## config.mk

```make
export PLATFORM = sky130hd
export DESIGN_NAME = uart_tx_sequencer_flat
export DESIGN_NICKNAME = d
export VERILOG_FILES = /design/src/rtl/uart_tx_sequencer_if.sv /design/src/rtl/uart_tx_sequencer.sv /design/src/flat_wrapper.sv
export SDC_FILE = /design/constraint.sdc
export NUM_CORES = 1
export LEC_CHECK = 0
export BUFFER_PORTS_ARGS = -buffer_cell sky130_fd_sc_hd__clkbuf_2
export CAP_MARGIN = 20
export CORE_MARGIN = 2
export CORE_UTILIZATION = 35
export CTS_CLUSTER_SIZE = 30
export DETAILED_ROUTE_END_ITERATION = 10
export HOLD_SLACK_MARGIN = 0.15
export PLACE_DENSITY = 0.6
export SLEW_MARGIN = 20
export SYNTH_ARGS = -nofsm -noshare
export SYNTH_HDL_FRONTEND = slang
export SYNTH_SLANG_ARGS = --single-unit
```

## constraint.sdc

```tcl
create_clock -name clock -period 1.9 [get_ports clock]
set_input_delay 0.38 -clock clock [delete_from_list [all_inputs] [get_ports clock]]
set_output_delay 0.38 -clock clock [all_outputs]
set_load 0.01 [all_outputs]
```

## src/rtl/uart_tx_sequencer_if.sv

```systemverilog
// Byte-wide link between the transmit sequencer and the UART TX core.
// tx_start is a one-cycle request with tx_data valid; it is only raised while tx_busy is low, and the UART acknowledges by raising tx_busy until the byte is out.
interface uart_tx_sequencer_if;
    logic [7:0] tx_data;
    logic       tx_start;
    logic       tx_busy;

    modport master (output tx_data, output tx_start, input tx_busy);
    modport slave  (input tx_data, input tx_start, output tx_busy);
endinterface

```

## src/rtl/uart_tx_sequencer.sv

```systemverilog
// Sends NUM_STEPS words of DATA_W bits, LSB byte first, through a byte-wide UART.
// One press sends one step (manual) or the whole sequence (auto).
module uart_tx_sequencer #(
    parameter int NUM_STEPS = 3,
    parameter int DATA_W    = 16,
    parameter int ID_W      = $clog2(NUM_STEPS + 1)
) (
    input  logic                        clock,
    input  logic                        reset,
    input  logic                        pb,
    input  logic                        auto_mode,
    input  logic [NUM_STEPS*DATA_W-1:0] step_data,
    uart_tx_sequencer_if.master         tx,
    output logic [ID_W-1:0]             step_id,
    output logic                        seq_done,
    output logic [2:0]                  dbg_state_o
);
    localparam int BYTES  = (DATA_W + 7) / 8;
    localparam int SH_W   = BYTES * 8;
    localparam int BYTE_W = (BYTES > 1) ? $clog2(BYTES) : 1;
    localparam int STEP_W = (NUM_STEPS > 1) ? $clog2(NUM_STEPS) : 1;
    localparam logic [BYTE_W-1:0] LAST_BYTE = BYTE_W'(BYTES - 1);
    localparam logic [STEP_W-1:0] LAST_STEP = STEP_W'(NUM_STEPS - 1);

    typedef enum logic [2:0] {
        IDLE    = 3'd0,
        LOAD    = 3'd1,
        SEND    = 3'd2,
        WAIT_HI = 3'd3,
        WAIT_LO = 3'd4,
        PAUSE   = 3'd5
    } state_t;

    state_t            state_q, state_d;
    logic              pb_q;
    logic              auto_q, auto_d;
    logic [STEP_W-1:0] step_q, step_d;
    logic [BYTE_W-1:0] byte_q, byte_d;
    logic [SH_W-1:0]   shift_q, shift_d;
    logic [7:0]        tx_data_q, tx_data_d;
    logic [ID_W-1:0]   step_id_q, step_id_d;
    logic              seq_done_q, seq_done_d;
    logic              tx_start_c;
    logic              press;
    logic [SH_W-1:0]   word_ext;

    assign press    = pb & ~pb_q;
    // Zero-extension pads the final byte when DATA_W is not a byte multiple.
    assign word_ext = SH_W'(step_data[int'(step_q)*DATA_W +: DATA_W]);

    always_comb begin
        state_d    = state_q;
        auto_d     = auto_q;
        step_d     = step_q;
        byte_d     = byte_q;
        shift_d    = shift_q;
        tx_data_d  = tx_data_q;
        step_id_d  = step_id_q;
        seq_done_d = 1'b0;
        tx_start_c = 1'b0;
        case (state_q)
            IDLE: if (press) begin
                auto_d  = auto_mode;
                step_d  = '0;
                state_d = LOAD;
            end
            LOAD: begin
                shift_d   = word_ext;
                tx_data_d = word_ext[7:0];
                byte_d    = '0;
                step_id_d = ID_W'(step_q) + ID_W'(1);
                state_d   = SEND;
            end
            SEND: if (!tx.tx_busy) begin
                tx_start_c = 1'b1;
                state_d    = WAIT_HI;
            end
            WAIT_HI: if (tx.tx_busy) state_d = WAIT_LO;
            WAIT_LO: if (!tx.tx_busy) begin
                if (byte_q != LAST_BYTE) begin
                    shift_d   = shift_q >> 8;
                    tx_data_d = shift_d[7:0];
                    byte_d    = byte_q + BYTE_W'(1);
                    state_d   = SEND;
                end else if (step_q == LAST_STEP) begin
                    seq_done_d = 1'b1;
                    step_id_d  = '0;
                    state_d    = IDLE;
                end else begin
                    step_d  = step_q + STEP_W'(1);
                    state_d = auto_q ? LOAD : PAUSE;
                end
            end
            PAUSE: if (press) state_d = LOAD;
            default: state_d = IDLE;
        endcase
    end

    always_ff @(posedge clock) begin
        if (reset) begin
            state_q    <= IDLE;
            pb_q       <= 1'b0;
            auto_q     <= 1'b0;
            step_q     <= '0;
            byte_q     <= '0;
            shift_q    <= '0;
            tx_data_q  <= '0;
            step_id_q  <= '0;
            seq_done_q <= 1'b0;
        end else begin
            state_q    <= state_d;
            pb_q       <= pb;
            auto_q     <= auto_d;
            step_q     <= step_d;
            byte_q     <= byte_d;
            shift_q    <= shift_d;
            tx_data_q  <= tx_data_d;
            step_id_q  <= step_id_d;
            seq_done_q <= seq_done_d;
        end
    end

    // Gating with reset keeps a pending SEND from strobing the UART while reset is held.
    assign tx.tx_start  = tx_start_c & ~reset;
    assign tx.tx_data   = tx_data_q;
    assign step_id      = step_id_q;
    assign seq_done     = seq_done_q;
    assign dbg_state_o  = state_q;
endmodule

```

## src/flat_wrapper.sv

```systemverilog
// flat-port wrapper written by rule: the top's interface ports become plain ports
module uart_tx_sequencer_flat 
#(
    parameter int NUM_STEPS = 3,
    parameter int DATA_W    = 16,
    parameter int ID_W      = $clog2(NUM_STEPS + 1)
)
  (clock, reset, pb, auto_mode, step_data, step_id, seq_done, dbg_state_o, tx_tx_data, tx_tx_start, tx_tx_busy);
  uart_tx_sequencer_if tx_i ();
  input  logic clock;
  input  logic reset;
  input  logic pb;
  input  logic auto_mode;
  input  logic [NUM_STEPS*DATA_W-1:0] step_data;
  output logic [ID_W-1:0] step_id;
  output logic seq_done;
  output logic [2:0] dbg_state_o;
  output wire logic [$bits(tx_i.tx_data)-1:0] tx_tx_data;
  output wire logic [$bits(tx_i.tx_start)-1:0] tx_tx_start;
  input wire logic [$bits(tx_i.tx_busy)-1:0] tx_tx_busy;
  assign tx_tx_data = tx_i.tx_data;
  assign tx_tx_start = tx_i.tx_start;
  assign tx_i.tx_busy = tx_tx_busy;
  uart_tx_sequencer #(.NUM_STEPS(NUM_STEPS), .DATA_W(DATA_W), .ID_W(ID_W)) u_core (.clock(clock), .reset(reset), .pb(pb), .auto_mode(auto_mode), .step_data(step_data), .tx(tx_i), .step_id(step_id), .seq_done(seq_done), .dbg_state_o(dbg_state_o));
endmodule
```

# Word-level counts from Yosys, hierarchy flattened
# Cells that the tools add are included.
# Widths: inputs -> output; s select.
totals:
  regBits: 35
  output_inout_bits: 15
  in_bits: 53
  word_cells: 73
op_classes:
  n_reduce_logical: 11
  n_bitwise: 6
  shifts: 1
  n_mux: 29
  add_sub_neg: 2
  n_eq_ne: 15
ops:
  columns: ["operator", "n"]
  rows:
  - ["$shiftx 48x7->16", 1]
  - ["$mux 16", 2]
  - ["$pmux 16 s2", 1]
  - ["$mux 3", 7]
  - ["$mux 8", 2]
  - ["$pmux 8 s2", 1]
  - ["$pmux 3 s5", 1]
  - ["$mux 2", 7]
  - ["$ne 2x2->1 const B", 5]
  - ["$ne 2x1->1 const B", 4]
  - ["$pmux 2 s2", 2]
  - ["$reduce_and 4->1", 2]
  - ["$eq 3x2->1 const B", 2]
  - ["$eq 3x3->1 const B", 2]
  - ["$mux 1", 5]
  - ["$reduce_and 5->1", 1]
  - ["$not 1->1", 4]
  - ["$reduce_and 2->1", 2]
  - ["$reduce_bool 2->1", 2]
  - ["$reduce_or 4->1", 1]
  - ["$eq 3x1->1 const B", 1]
  - ["$logic_not 3->1", 1]
  - ["$reduce_and 3->1", 1]
  - ["$add 2x1->2 const B", 1]
  - ["other kinds (5)", 6]

# Longest topological paths before layout
# Gate-level depths: netlist (run 1).
logic_depth:
  depth_word: 5
  depth_mapped: 7

# Worst setup path after synthesis (run 1)
# Ideal clock, no wire load.
synth_path:
  kind: "reg2reg"
  start: "register u_core.step_q[0]"
  end: "register u_core.step_q[0]"
  synth_period_minus_slack_ns: 1.732
  stages_incl_launch_ff: 8
  slack_ns: 0.168
  t_arrival_ns: 1.661
  path_buffers: 1
  setup_time_ns: 0.071
  cell_sequence: "dfxtp_1 -> clkbuf_1 -> inv_1 -> ha_1 -> nor2b_1 -> or3b_4 -> nand2b_1 -> a21oi_1"
synth_between:
  elab_chain_len: 5
  elab_cells_between_ends: 8
  classes_between: "1 x add/sub; 2 x eq/ne; 4 x mux; 1 x reduce/logical"
synth_lines:
  columns: ["item", "line_no", "source"]
  rows:
  - ["start, declared", "uart_tx_sequencer.sv:37", "logic [STEP_W-1:0] step_q, step_d;"]
  - ["start signal, assigned", "uart_tx_sequencer.sv:114", "step_q <= step_d;"]
  - ["$add 2x1->2", "uart_tx_sequencer.sv:90", "step_d = step_q + STEP_W'(1);"]
  - ["$mux 2", "uart_tx_sequencer.sv:85", "end else if (step_q == LAST_STEP) begin"]
  - ["$mux 2", "uart_tx_sequencer.sv:80", "if (byte_q != LAST_BYTE) begin"]
  - ["$mux 2", "uart_tx_sequencer.sv:79", "WAIT_LO: if (!tx.tx_busy) begin"]
  - ["$pmux 2 s2", "uart_tx_sequencer.sv:61", "case (state_q)"]
# Several ways; a longest one is shown, not always the timed one. The select of a mux whose other input is x is not followed.
# A chain may end at the register's enable or synchronous reset.

# Worst setup path in the final report (run 1)
layout_path:
  start: "register u_core.state_q[0], in the netlist u_core.dbg_state_o[0]"
  end: "register u_core.shift_q[7]"
layout_between:
  elab_chain_len: 3
  elab_cells_between_ends: 7
  classes_between: "4 x eq/ne; 1 x mux; 2 x reduce/logical"
layout_lines:
  columns: ["item", "line_no", "source"]
  rows:
  - ["start, declared", "uart_tx_sequencer.sv:34", "state_t state_q, state_d;"]
  - ["start signal, assigned", "uart_tx_sequencer.sv:111", "state_q <= state_d;"]
  - ["$eq 3x3->1 or $eq 3x1->1 (tied branches)", "uart_tx_sequencer.sv:61", null]
  - ["$ne 2x2->1 (no source line) or $reduce_bool 2->1 (tied branches)", null, null]
  - ["$reduce_and 3->1 (no source line)", null, null]
  - ["end signal, assigned", "uart_tx_sequencer.sv:116", "shift_q <= shift_d;"]
  - ["end, declared", "uart_tx_sequencer.sv:39", "logic [SH_W-1:0] shift_q, shift_d;"]
# Several ways; a longest one is shown, not always the timed one.

==> reports/results.ini, run 1 <==
[worst_setup_path]
rrSetupSlack_ns = 0.24
crit_path_start = u_core.dbg_state_o[0]
crit_arrival_ns = 1.88
crit_path_end_kind = register
worstReg2RegEnd = u_core.shift_q[7]
crit_path_end = u_core.shift_q[7]
r2r_start = u_core.dbg_state_o[0]
worstSetupPathType = register to register
startpoint_type = register
required_ns = 2.12
critPathMaxFanout = 9
r2r_cells = 5

[layout]
final_nets = 297
drive_above_1_share = 0.360
fin_area_um2 = 1970
final.fill_count = 451
syn_to_final_growth_pct = 25.0
final_cells = 294
seqCellArea_um2 = 541
final_util = 0.451
multi_input_area_um2 = 878
antenna_cells = 0
final_common_cell = clkbuf_2
final_cell_mix = clkbuf_2, dfxtp_1, nand2_1

[global_route]
grt_busiest_layer = met1
grt_usage = 0.155
grt_max_degree = 20
gr-usage-met3 = 0.0199
grt_pass1_vias = 1380
use_met1 = 0.240
grt_pass1_wl_mm = 6.42
grt_util_met2 = 0.225
antenna_found_initial = 0
overflow = 0

[sta]
holdWs_ns = 0.334
fin_crit_sh = 0.876
rsz0062_at_grt = no
finalClockSkew_ns = 0.00336
finalHoldViolCount = 0
tns_ns = 0
clock.fmax_ghz = 0.601
worst_pin_slew_ns = 0.822
slew-limit-headroom = 0.448
finalMaxSlewViolations = 0
fin_ws_ns = 0.236
final-setup-viol-count = 0
period_minus_slack_ns = 1.66

[power]
finalPower_mw = 1.21
power.density_nw_per_um2 = 617
leakage_nw = 0.819
ir_drop_v = 0.000274

[route]
drc = 0
drt-total-wl_mm = 3.83
drtAntennaViolNets = 0
first_pass_iters = 4
num_vias = 1479
wl_per_cell_um = 13.0
via_per_inst = 5.03
first_iter_violations = 101

[placement]
dp_hpwl_mm = 2.90
place_ws_ns = 0.220
postPlaceCellArea_um2 = 1920
place_inst = 290
place.gp.congestion = 0.812
portBuffers = 67

[yosys]
synth_fp_nets = 237
ys_seq_area_frac = 0.344
synth_area_leaders = dfxtp_1, mux2i_1, a32o_1
syn_area_um2 = 1570
yosysUniqueCellTypes = 35
syn_area_per_cell_um2 = 8.59
synth_cells = 183
yosysTopAreaCellShare = 0.344
synth_top_area_cell = dfxtp_1
ys_warn_count = 0
synth-seq-cells = 27

[floorplan]
ios = 68
die_h_um = 71.0
initial_core_util = 0.361
fp.dieW_um = 71.0
rows = 24
core_region_area_um2 = 4350
dieArea_um2 = 5050

[clocking]
cts_resized = 0
clkTransAtPathRegs_ns = 0.10
clockBufferDepth = 2
clock_latency_ns = 0.27
cts_root_buf = clkbuf_8
cts_tree = built
htreeDepth = 1
cts_hold_buf = 0
cts_sinks = 27
post_cts_buffers = 0
cts_buffers = 3

[worst_hold_path]
hp-class = input pin to register

[run]
drv_cap = 0

[run_status]
status = complete, no violations

state kept, by name, indices dropped and copies added, names as in the netlist:
signal / flops
u_core.byte_q: 1
u_core.pb_q: 1
u_core.step_id: 2
u_core.auto_q: 1
u_core.step_q: 2
u_core.dbg_state_o: 3
u_core.seq_done: 1
u_core.shift_q: 9
u_core.tx.tx_data: 7
kinds of logic (layout without fill, tap and decap cells):
group	after synthesis	after routing	synth area share
buffers and inverters	26	85	0.0978
AND/OR/NAND/NOR	61	61	0.212
adder cells (fa/ha/maj)	1	1	0.00795
AO/OA/AOI/OAI	52	52	0.236
multiplexers	16	16	0.102
flip-flops	27	27	0.344
how the worst min path moves through the flow:
| stage | startpoint | endpoint | slack (ns) | cells past startpoint |
|---|---|---|---|---|
| 6_report | auto_mode | u_core.auto_q | 0.33 | 3 |
| 3_5_place_dp | u_core.auto_q | u_core.auto_q | 0.46 | 2 |
| 2_1_floorplan | u_core.shift_q[11] | u_core.shift_q[11] | 0.43 | 1 |
| 3_3_place_gp | u_core.tx.tx_data[1] | u_core.tx.tx_data[1] | 0.45 | 1 |
| 5_1_grt | auto_mode | u_core.auto_q | 0.35 | 3 |
| 4_1_cts | auto_mode | u_core.auto_q | 0.33 | 3 |
layer usage:
layer / wire (µm) / share of wire / vias to the layer above
met5: 0 / 0 / -
met4: 31 / 0.0081 / 0
met3: 162 / 0.042 / 2
met2: 1630 / 0.43 / 40
met1: 2000 / 0.52 / 660
li1: - / - / 777
Yosys cell counts:
master	instances
nand2_1	20
nor2_1	4
mux2i_1	16
o31ai_1	1
buf_4	9
a32o_1	8
ha_1	1
nand2b_1	12
o22a_1	1
a22o_1	8
a2111oi_0	1
clkbuf_8	1
or4b_1	1
or3b_4	2
inv_1	2
o21ai_0	14
nor3_1	2
nand4b_1	1
and3_1	1
nand3_1	3
nor3b_1	2
a311oi_1	1
a21oi_1	7
nor4_1	3
buf_2	4
buf_6	1
o211ai_1	8
or3_1	2
a21oi_2	1
nor2_2	1
clkbuf_1	9
dfxtp_1	27
nor2b_1	7
o21a_1	1
a31oi_1	1
layout make-up:
| class | instances | share of cell area |
|---|---|---|
| flip-flops and latches | 27 | 0.275 |
| repair buffers | 79 | 0.216 |
| clock inverters | 1 | 0.00382 |
| inverters | 2 | 0.00382 |
| clock buffers | 3 | 0.0210 |
| well taps | 52 | 0.0331 |
| multi-input cells | 130 | 0.447 |
report_power, final:
group | total [mW] | internal [mW] | switching, mW
logic | 0.260 | 0.130 | 0.130
clock network | 0.333 | 0.149 | 0.185
registers | 0.620 | 0.598 | 0.0220
total | 1.21 | 0.877 | 0.337
worst max-delay path, stage by stage (launching register included):
cell,delay (ns)
dfxtp_1,0.40
or4b_1,0.57
a21oi_2,0.18
nor2b_1,0.14
buf_4,0.16
a32o_1,0.16
(Power assumes the default switching activity.)
==> run 2: changes to the inputs <==
- CORE_ASPECT_RATIO: not set -> 1.1
- HOLD_SLACK_MARGIN: 0.15 -> not set
==> reports/results.ini, run 2 (synthesized netlist as in run 1, its figures left out) <==
[run_status]
status = complete, no violations  ; unchanged

[sta]
slew-limit-headroom = 0.584  ; was 0.448
tns_ns = 0  ; unchanged
final-setup-viol-count = 0  ; unchanged
finalClockSkew_ns = 0.00405  ; was 0.00336 ns
fin_crit_sh = 0.908  ; was 0.876
clock.fmax_ghz = 0.579  ; was 0.601 GHz
rsz0062_at_grt = no  ; unchanged
period_minus_slack_ns = 1.73  ; was 1.66 ns
finalMaxSlewViolations = 0  ; unchanged
worst_pin_slew_ns = 0.608  ; was 0.822 ns
finalHoldViolCount = 0  ; unchanged

[floorplan]
rows = 25  ; was 24
dieArea_um2 = 5050  ; about the same
ios = 68  ; unchanged
die_h_um = 74.3  ; was 71.0 µm
initial_core_util = 0.364  ; was 0.361
fp.dieW_um = 67.9  ; was 71.0 µm
core_region_area_um2 = 4320  ; was 4350 µm²

[global_route]
grt_pass1_wl_mm = 5.73  ; was 6.42 mm
grt_pass1_vias = 1328  ; was 1380
overflow = 0  ; unchanged
grt_max_degree = 20  ; unchanged
antenna_found_initial = 0  ; unchanged
grt_usage = 0.145  ; was 0.155

[worst_setup_path]
path_delay_family = flip-flops  ; was simple AND/OR/NAND/NOR gates
crit_arrival_ns = 1.35  ; was 1.88 ns
crit_slowest_cell = dfxtp_1  ; was or4b_1
path_cells = buf_4 > nor4_1 > clkbuf_2  ; was or4b_1 > a21oi_2 > nor2b_1 > buf_4 > a32o_1
cp_num_buf_inv = 2  ; was 1
critPathMaxStageDelay_ns = 0.38  ; was 0.57 ns
required_ns = 1.52  ; was 2.12 ns
startpoint_type = register  ; unchanged
crit_path_end_kind = output port  ; was register
critPathMaxFanout = 7  ; was 9
worstSetupPathType = register to output port  ; was register to register

[placement]
place.gp.congestion = 0.840  ; was 0.812
dp_hpwl_mm = 2.89  ; was 2.90 mm
portBuffers = 67  ; unchanged
postPlaceCellArea_um2 = 1930  ; was 1920 µm²

[clocking]
htreeDepth = 1  ; unchanged
cts_buffers = 3  ; unchanged
cts_tree = built  ; unchanged
clockBufferDepth = 2  ; unchanged
cts_sinks = 27  ; unchanged
cts_root_buf = clkbuf_8  ; unchanged
clock_latency_ns = 0.27  ; about the same
clkTransAtPathRegs_ns = 0.10  ; about the same

[layout]
final.fill_count = 466  ; was 451
final_cell_mix = clkbuf_2, dfxtp_1, nand2_1  ; unchanged
largest_register_ff_count = 9  ; unchanged
final_nets = 298  ; was 297
drive_above_1_share = 0.366  ; was 0.360
fin_area_um2 = 1980  ; was 1970 µm²
final_common_cell = clkbuf_2  ; unchanged
antenna_cells = 0  ; unchanged
syn_to_final_growth_pct = 25.9  ; was 25.0%
top_register = u_core.shift_q  ; unchanged

[worst_hold_path]
hp-class = input pin to register  ; unchanged

[route]
wl_per_cell_um = 12.4  ; was 13.0 µm
via_per_inst = 5.01  ; was 5.03
drt-total-wl_mm = 3.67  ; was 3.83 mm
first_iter_violations = 56  ; was 101
first_pass_iters = 4  ; unchanged
drc = 0  ; unchanged
drtAntennaViolNets = 0  ; unchanged
num_vias = 1488  ; was 1479

[power]
ir_drop_v = 0.000259  ; was 0.000274 V
power.density_nw_per_um2 = 612  ; was 617 nW/µm²
leakage_nw = 0.828  ; was 0.819 nW
finalPower_mw = 1.21  ; about the same

[run]
drv_cap = 0  ; unchanged

-- run 2: cell count changes in the layout (fill, tap and decap cells not counted), sizes merged --
cell	change
buf	+1
-- run 2: cell type report --
class	count	area, µm²	area share
Sequential cell	27	541	0.273
Clock inverter	1	7.51	0.00379
Timing Repair Buffer	80	433	0.219
Inverter	2	7.51	0.00379
Multi-Input combinational cell	130	883	0.446
Tap cell	54	67.6	0.0341
Clock buffer	3	41.3	0.0208
-- run 2: metal layers --
metal / vias to the layer above / part of all wire / global-route usage
met1: 658 / 0.48 / 0.198
met3: 6 / 0.051 / 0.00908
met5: - / 0 / 0
li1: 778 / - / -
met4: 0 / 0.016 / 0.0556
met2: 46 / 0.45 / 0.241
-- run 2: stage by stage --
step           instances  utilization  hold slack, ns  setup WS [ns]
6_report             297        0.459           0.326          0.174
4_1_cts              297        0.458           0.327          0.162
3_3_place_gp         293        0.446           0.452          0.210
2_1_floorplan        183            -           0.434          0.168
3_5_place_dp         293        0.446           0.455          0.182
5_1_grt              297        0.459           0.333          0.110
-- run 2: worst paths after layout --
kind              slack [ns]  depth (start not counted)              endpoint             startpoint
setup / recovery        0.17                          3           tx_tx_start  u_core.dbg_state_o[2]
hold / removal          0.33                          3         u_core.auto_q              auto_mode
hold reg to reg         0.48                          1  u_core.tx.tx_data[2]   u_core.tx.tx_data[2]
setup reg to reg        0.25                          5     u_core.shift_q[7]  u_core.dbg_state_o[0]
-- run 2: what timing repair did --
item,in CTS,in global routing
hold buffers,0,0
gates resized for setup,0,1
setup endpoints to repair,0,1
setup buffers,0,0
-- run 2: worst reg2reg max path: cells and delay by family (launching register included) --
kind / cells / cell delay [ns]
and+or+nand+nor: 2 / 0.71
buffers and inverters: 1 / 0.16
AOI/OAI and AO/OA: 2 / 0.35
DFF: 1 / 0.37
-- run 2: where the power goes --
group          switching, mW  internal [mW]  leakage (nW)
combinational          0.128          0.131         0.586
clock                  0.186          0.149        0.0217
sequential            0.0195          0.598         0.219
total                  0.333          0.878         0.828
